$ cat config.mk
export PLATFORM = sky130hd
export DESIGN_NAME = mdu_alu
export DESIGN_NICKNAME = d
export VERILOG_FILES = /design/src/rtl/mdu_alu.sv
export SDC_FILE = /design/constraint.sdc
export NUM_CORES = 2
export LEC_CHECK = 0
export CORE_ASPECT_RATIO = 1.5
export CORE_MARGIN = 2
export CORE_UTILIZATION = 42
export DETAILED_ROUTE_END_ITERATION = 10
export GPL_TIMING_DRIVEN = 1
export PLACE_DENSITY_LB_ADDON = 0.1
export SETUP_SLACK_MARGIN = 0.4
export SLEW_MARGIN = 10
export SYNTH_ARGS = -nofsm -noshare
export SYNTH_HDL_FRONTEND = slang
export SYNTH_SLANG_ARGS = --single-unit
$ cat constraint.sdc
create_clock -name clk -period 15.4 [get_ports clk]
set_input_delay 3.08 -clock clk [delete_from_list [all_inputs] [get_ports clk]]
set_output_delay 3.08 -clock clk [all_outputs]
set_load 0.005 [all_outputs]
$ cat src/rtl/mdu_alu.sv
// Purpose : single-issue ALU with MIPS-style HI/LO multiply/divide unit and live A/B comparator.
// Latency : ALU/MFHI/MFLO/MTHI/MTLO 1 cycle; MULT(U) MUL_CYCLES cycles busy; DIV(U) WIDTH cycles busy.
// Backpr. : start is ignored while busy=1; a new start is accepted in the cycle done pulses.
// Ports   : clk, reset (async, active-high); start/op/A/B request; cmp_signed selects flag compare mode;
//           Y registered result; done completion pulse; busy mul/div in flight; hi/lo HI/LO registers;
//           Greater/Equal/Less combinational compare of live A vs B.
module mdu_alu #(
  parameter int WIDTH      = 32,
  parameter int MUL_CYCLES = 5
) (
  input  logic             clk,
  input  logic             reset,
  input  logic             start,
  input  logic [3:0]       op,
  input  logic [WIDTH-1:0] A,
  input  logic [WIDTH-1:0] B,
  input  logic             cmp_signed,
  output logic [WIDTH-1:0] Y,
  output logic             done,
  output logic             busy,
  output logic [WIDTH-1:0] hi,
  output logic [WIDTH-1:0] lo,
  output logic             Greater,
  output logic             Equal,
  output logic             Less
);

  localparam int CNT_MAX = (WIDTH > MUL_CYCLES) ? WIDTH : MUL_CYCLES;
  localparam int CW      = $clog2(CNT_MAX + 1);

  localparam logic [3:0] OP_ADD  = 4'd0,  OP_SUB  = 4'd1,  OP_OR   = 4'd2,  OP_LUI  = 4'd3;
  localparam logic [3:0] OP_XOR  = 4'd4,  OP_AND  = 4'd5,  OP_SLT  = 4'd6,  OP_SLTU = 4'd7;
  localparam logic [3:0] OP_MULT = 4'd8,  OP_MULTU= 4'd9,  OP_DIV  = 4'd10, OP_DIVU = 4'd11;
  localparam logic [3:0] OP_MFHI = 4'd12, OP_MFLO = 4'd13, OP_MTHI = 4'd14, OP_MTLO = 4'd15;

  typedef enum logic [1:0] {IDLE, MUL, DIV} state_t;

  state_t           state, state_nxt;
  logic [CW-1:0]    cnt;
  logic             mul_last, div_last;

  // multiply operands captured at start; product formed from the held copies
  logic [WIDTH-1:0]   mul_a, mul_b;
  logic               mul_signed;
  logic [2*WIDTH-1:0] ext_a, ext_b, prod;

  // restoring divider on magnitudes; signs re-applied on the final step
  logic [WIDTH-1:0] quo, rem, dvsr;
  logic             neg_q, neg_r, div_zero;
  logic [WIDTH:0]   rem_sh, rem_sub;
  logic             ge;
  logic [WIDTH-1:0] quo_nxt, rem_nxt, q_fin, r_fin;
  logic             dvd_neg, dvs_neg;

  logic [WIDTH-1:0] alu_res;
  logic             lt_s, lt_u;

  // ---------------- comparator ----------------
  assign lt_s    = $signed(A) < $signed(B);
  assign lt_u    = A < B;
  assign Equal   = (A == B);
  assign Less    = cmp_signed ? lt_s : lt_u;
  assign Greater = !Equal && !Less;

  // ---------------- single-cycle results ----------------
  always_comb begin
    alu_res = '0;
    case (op)
      OP_ADD:  alu_res = A + B;
      OP_SUB:  alu_res = A - B;
      OP_OR:   alu_res = A | B;
      OP_LUI:  alu_res = {B[WIDTH/2-1:0], {(WIDTH/2){1'b0}}};
      OP_XOR:  alu_res = A ^ B;
      OP_AND:  alu_res = A & B;
      OP_SLT:  alu_res = {{(WIDTH-1){1'b0}}, lt_s};
      OP_SLTU: alu_res = {{(WIDTH-1){1'b0}}, lt_u};
      OP_MFHI: alu_res = hi;
      OP_MFLO: alu_res = lo;
      default: alu_res = '0;
    endcase
  end

  // ---------------- multiply ----------------
  assign ext_a = mul_signed ? {{WIDTH{mul_a[WIDTH-1]}}, mul_a} : {{WIDTH{1'b0}}, mul_a};
  assign ext_b = mul_signed ? {{WIDTH{mul_b[WIDTH-1]}}, mul_b} : {{WIDTH{1'b0}}, mul_b};
  assign prod  = ext_a * ext_b;  // low 2*WIDTH bits of the extended product are exact

  // ---------------- divide step ----------------
  assign dvd_neg = (op == OP_DIV) && A[WIDTH-1];
  assign dvs_neg = (op == OP_DIV) && B[WIDTH-1];
  assign rem_sh  = {rem, quo[WIDTH-1]};
  assign rem_sub = rem_sh - {1'b0, dvsr};
  assign ge      = rem_sh >= {1'b0, dvsr};
  assign rem_nxt = ge ? rem_sub[WIDTH-1:0] : rem_sh[WIDTH-1:0];
  assign quo_nxt = {quo[WIDTH-2:0], ge};
  // |MIN| = MIN as unsigned, so MIN / -1 falls out as MIN with remainder 0
  assign q_fin   = div_zero ? '1 : (neg_q ? -quo_nxt : quo_nxt);
  assign r_fin   = neg_r ? -rem_nxt : rem_nxt;

  assign mul_last = (cnt == CW'(MUL_CYCLES - 1));
  assign div_last = (cnt == CW'(WIDTH - 1));

  // ---------------- FSM ----------------
  always_ff @(posedge clk or posedge reset) begin
    if (reset) state <= IDLE;
    else       state <= state_nxt;
  end

  always_comb begin
    state_nxt = state;
    busy      = (state != IDLE);
    case (state)
      IDLE: if (start) begin
              if (op == OP_MULT || op == OP_MULTU)   state_nxt = MUL;
              else if (op == OP_DIV || op == OP_DIVU) state_nxt = DIV;
            end
      MUL:  if (mul_last) state_nxt = IDLE;
      DIV:  if (div_last) state_nxt = IDLE;
      default: state_nxt = IDLE;
    endcase
  end

  // ---------------- datapath ----------------
  always_ff @(posedge clk or posedge reset) begin
    if (reset) begin
      Y          <= '0;
      hi         <= '0;
      lo         <= '0;
      done       <= 1'b0;
      cnt        <= '0;
      mul_a      <= '0;
      mul_b      <= '0;
      mul_signed <= 1'b0;
      quo        <= '0;
      rem        <= '0;
      dvsr       <= '0;
      neg_q      <= 1'b0;
      neg_r      <= 1'b0;
      div_zero   <= 1'b0;
    end else begin
      done <= 1'b0;
      case (state)
        IDLE: if (start) begin
          cnt <= '0;
          case (op)
            OP_MULT, OP_MULTU: begin
              mul_a      <= A;
              mul_b      <= B;
              mul_signed <= (op == OP_MULT);
            end
            OP_DIV, OP_DIVU: begin
              quo      <= dvd_neg ? -A : A;
              dvsr     <= dvs_neg ? -B : B;
              rem      <= '0;
              neg_q    <= dvd_neg ^ dvs_neg;
              neg_r    <= dvd_neg;
              div_zero <= (B == '0);
            end
            OP_MTHI: begin hi <= A; done <= 1'b1; end
            OP_MTLO: begin lo <= A; done <= 1'b1; end
            default: begin Y <= alu_res; done <= 1'b1; end
          endcase
        end
        MUL: begin
          cnt <= cnt + 1'b1;
          if (mul_last) begin
            {hi, lo} <= prod;
            done     <= 1'b1;
          end
        end
        DIV: begin
          cnt <= cnt + 1'b1;
          quo <= quo_nxt;
          rem <= rem_nxt;
          if (div_last) begin
            lo   <= q_fin;
            hi   <= r_fin;
            done <= 1'b1;
          end
        end
        default: ;
      endcase
    end
  end

endmodule

# Word-level counts from Yosys, hierarchy flattened
# Index checks and enable logic that the tools add are counted.
# totals
regBits	269
# op_classes
addsub	8
n_mul	1
order_cmp	3
n_eq_ne	27
muxes	39
bitwise	5
reduce_logical	27
# op_table
op	n
32-bit two-way mux	18
32-bit case mux with 10 select lines	1
32-bit case mux with 3 select lines	2
64-bit two-way mux	2
32-bit negation	4
32-bit case mux with 2 select lines	2
32-bit less-than comparator	2
64-bit by 64-bit multiplier with 64-bit output	1
32-bit subtractor	2
33-bit by 32-bit greater-or-equal comparator with 1-bit output	1
32-bit adder	1
32-bit bitwise AND	1
32-bit equality test	1
4-bit equality test (second input constant)	8
32-bit zero test	1
32-bit OR	1
32-bit bitwise XOR	1
4-bit by 3-bit equality test with 1-bit output (second input constant)	4
6-bit case mux with 2 select lines	1
3-bit AND reduction	4
2-bit two-way mux	5
5-bit AND reduction	2
4-bit by 2-bit equality test with 1-bit output (second input constant)	2
6-bit by 1-bit adder with 6-bit output (second input constant)	1
other kinds (26)	42

# Logic depth before layout (Yosys ltp)
# logic_depth
depth_word	6
ltp_mapped	38
mapped_depth_nobuf	34

# Worst setup path before layout
# OpenSTA, ideal clock, no wires.
# synth_timing
path_type	reg2reg
startpoint	register mul_a[31]
endpoint	register hi[30]
t_arrival_ps	9234
required_time_ps	15296
path_slack_ps	6063
stages_incl_launch_ff	32
n_path_buf	3
synth_period_minus_slack_ps	9337
cell_sequence	dfrtp_1 > and2_1 > clkbuf_1 > clkbuf_1 > nand2_1 > fa_1 > inv_1 > fa_1 > fa_1 > inv_1 > fa_1 > inv_1 > fa_1 > fa_1 > fa_1 > fa_1 > fa_1 > inv_1 > fa_1 > inv_1 > ha_1 > clkbuf_1 > a21o_1 > a21o_1 > a21oi_1 > a21boi_0 > o21ai_0 > nand2b_1 > a21oi_1 > o41ai_2 > a2111o_1 > a221oi_1
# synth_via
elab_chain_len	4
# synth_rtl
item	line	rtl
from (decl)	43	logic [WIDTH-1:0] mul_a, mul_b;
from (signal assigned)	131	mul_a <= '0;
from (signal assigned)	147	mul_a <= A;
64-bit two-way mux	84	assign ext_a = mul_signed ? {{WIDTH{mul_a[WIDTH-1]}}, mul_a} : {{WIDTH{1'b0}}, mul_a};
64-bit by 64-bit multiplier with 64-bit output	86	assign prod = ext_a * ext_b;
32-bit two-way mux	166	if (mul_last) begin
32-bit case mux with 3 select lines	142	case (state)
to (signal assigned)	167	{hi, lo} <= prod;
to (signal assigned)	177	hi <= r_fin;
to (decl)	21	output logic [WIDTH-1:0] hi,
# Every way passes these cells. The select of a mux whose other input is x is not followed.
# A chain may end at the register's enable or synchronous reset.

# Final worst setup path
# layout_timing
startpoint	input B[3]
endpoint	output Greater
# layout_via
elab_chain_len	4
# layout_rtl
item	line	rtl
from (decl)	16	input logic [WIDTH-1:0] B,
32-bit less-than comparator (on tied branches)	60, 59	
1-bit two-way mux	62	assign Less = cmp_signed ? lt_s : lt_u;
1-bit zero test	63	assign Greater = !Equal && !Less;
1-bit logical AND (*)	63	
to (decl)	23	output logic Greater,
# Every way passes the cells marked *; elsewhere a longest branch is shown, timed or not.

==> results.toml <==
[synth]
ys_types = 99
yosysMostFrequentCell = "inv_1"
synth_largest_area_cell = "fa_1"
postSynthAreaPerCell_um2 = 8.97
syn_area_um2 = 69100
synth_seq_area_share_pct = 9.75
synth_async_sr_flop_share_pct = 100
synth.net_count = 9637
synth_top_area_share_pct = 41.2
ys_ff_latch = 269
yosys_warnings = 0
synth_ff_type = "dfrtp_1"
synth_common_cells = "inv_1 (1682), fa_1 (1422), nand2_1 (854)"
synth_edf_count = 0
synthTopCellsByArea = "fa_1 (41%), dfrtp_1 (9.7%), inv_1 (9.1%)"
netlist_instances = 7697

[clocking]
clock_latency_ns = 0.68
cts-root-buf = "clkbuf_16"
cts_setup_buffers = 0
cts_buffers = 31
ctsResizeCount = 0
cts_tree = "yes"
cts_num_sinks = 269
htreeDepth = 1
hold_buffers = 0
cts.clk_slew.worst_paths_ns = 0.06
max-clock-path-buffers = 3

[global_route]
antenna_found_initial = 35
track_usage_pct = 36.4
first_global_vias = 60060
grt_start_max_net_pins = 139
grt_pass1_wl_um = 434000
grt-ovfl-total = 0

[layout]
synthToLayoutAreaGrowth_pct = 7.62
finalNonFillerCells = 9793
final_nets = 9578
drive_gt1_share_pct = 4.75
nFillCells = 16222
final_util_pct = 45.4

[drt]
ant_nets = 0
drcViolationCount = 0
post_drt_wl_per_cell_um = 30.5
routed_wl_um = 299000
first_pass_iters = 10
vias = 55804
dr.first_iter.drc_count = 4312
vias_per_cell = 5.70

[worst_setup_path]
cp.required_ns = 12.32
worstSetupPathType = "in -> out"
start_kind = "primary input"
end_kind = "primary output"
cp.arrival_ns = 8.14
crit_fanout = 6

[placement]
place_congestion = 1.05
post-place-ws_ns = 4.39
dpl.cell_count = 9715
dp_hpwl_um = 234000
io_buffers = 172

[floorplanning]
die_x_um = 335
dieArea_um2 = 168000
coreArea_um2 = 164000
io_pins = 173
std_cell_rows = 182
fp.dieH_um = 501
initial_core_util_pct = 42.2

[timing]
skew_ns = 0.0211
fmax_ghz = 0.0891
worstMarginPinSlew_ns = 1.42
fin_tns_setup_ns = 0
hold_violations = 0
rsz0062_at_grt = "false"
setup_viol = 0
finalMaxSlewViolations = 0
period_needed_ns = 11.22
setup_slack_ns = 4.18
period_share_pct = 72.9
slew_headroom_pct = 5.31

[run_status]
outcome = "finished, final reports clean"

[min_path]
hold_class = "reg -> reg"

[job]
maxCapViolCount = 0
-- cell usage in the layout (no fill, tap or decap), types with 25 or more instances in the layout --
cell type,Yosys,final
inv_1,1682,1680
fa_1,1422,1422
nand2_1,854,851
and2_1,577,577
ha_1,446,443
o21ai_0,332,331
a21oi_1,266,263
dfrtp_1,269,248
nor2_1,236,232
xnor2_1,232,227
clkdlybuf4s50_1,0,171
buf_4,2,131
mux2_2,66,66
nand3_1,63,63
a21o_1,65,63
xor2_1,55,55
o31ai_1,46,46
a221oi_1,48,46
a31oi_1,41,41
nor3_1,43,40
o211ai_1,37,37
clkbuf_16,0,32
a211oi_1,31,31
nand2b_1,31,31
o21bai_1,31,31
and3_1,30,30
nand4_1,25,25
-- metrics by stage --
step	hold slack, ns	instance area [um^2]
2_1_floorplan	0.450	69100
3_3_place_gp	0.461	73000
3_5_place_dp	0.470	73000
4_1_cts	0.485	74100
5_1_grt	0.512	74300
6_report	0.479	74300
-- per-layer routing --
metal | global-route usage [%] | vias up | share of wire (%)
met5 | 0 | - | 0.023
met3 | 6.40 | 909 | 6.0
met2 | 62.7 | 2430 | 50
li1 | - | 23556 | -
met4 | 30.4 | 8 | 10
met1 | 38.8 | 28901 | 34
-- sequential cells by signal, summed over array words and instances (netlist names) --
register / cells
state: 2
dvsr: 32
quo: 32
mul_signed: 1
hi: 32
rem: 32
neg_q: 1
mul_a: 32
neg_r: 1
mul_b: 32
lo: 32
done: 1
Y: 32
cnt: 6
div_zero: 1
-- worst paths after layout --
| path | startpoint | endpoint | slack [ns] | cells after the start |
|---|---|---|---|---|
| setup / recovery | B[3] | Greater | 4.18 | 16 |
| hold / removal | Y[11] | Y[11] | 0.48 | 2 |
| setup reg to reg | mul_signed | hi[19] | 4.42 | 31 |
| hold reg to reg | Y[11] | Y[11] | 0.48 | 2 |
| max in group asynchronous | reset | mul_a[27] | 10.87 | 3 |
| min in group asynchronous | reset | Y[24] | 2.93 | 2 |
-- cell type report --
cell class | count | area (um^2) | share of cell area (%)
Antenna cell | 14 | 35.0 | 0.0471
Clock buffer | 36 | 805 | 1.08
Clock inverter | 22 | 337 | 0.453
Inverter | 1684 | 6330 | 8.52
Multi-Input combinational cell | 5342 | 54600 | 73.5
Sequential cell | 269 | 6760 | 9.09
Tap cell | 2116 | 2650 | 3.56
Timing Repair Buffer | 310 | 2820 | 3.79
-- worst max-delay path, stage by stage --
cell and delay [ns]:
clkdlybuf4s50_1 0.89, inv_1 0.23, ha_1 0.53, inv_1 0.14, a21oi_1 0.46, o21ba_2 0.26, a21oi_1 0.09, o21ai_0 0.35
a31oi_1 0.25, o21ba_2 0.27, nor4_1 0.30, nor2_1 0.07, a221o_1 0.41, xor2_1 0.19, nor2_1 0.11, clkdlybuf4s50_1 0.50
-- kinds of logic after synthesis --
group	Yosys count	synth area share, %
compound gates	1117	10.4
buf+inv	2086	11.4
mux	90	1.42
flops	269	9.75
simple gates	1977	13.9
xor+xnor	287	3.64
fa+ha+maj	1871	49.3
Power is left out: the tool's default activity adds up to more than one toggle a clock period on the data nets, which glitch-free logic cannot reach.
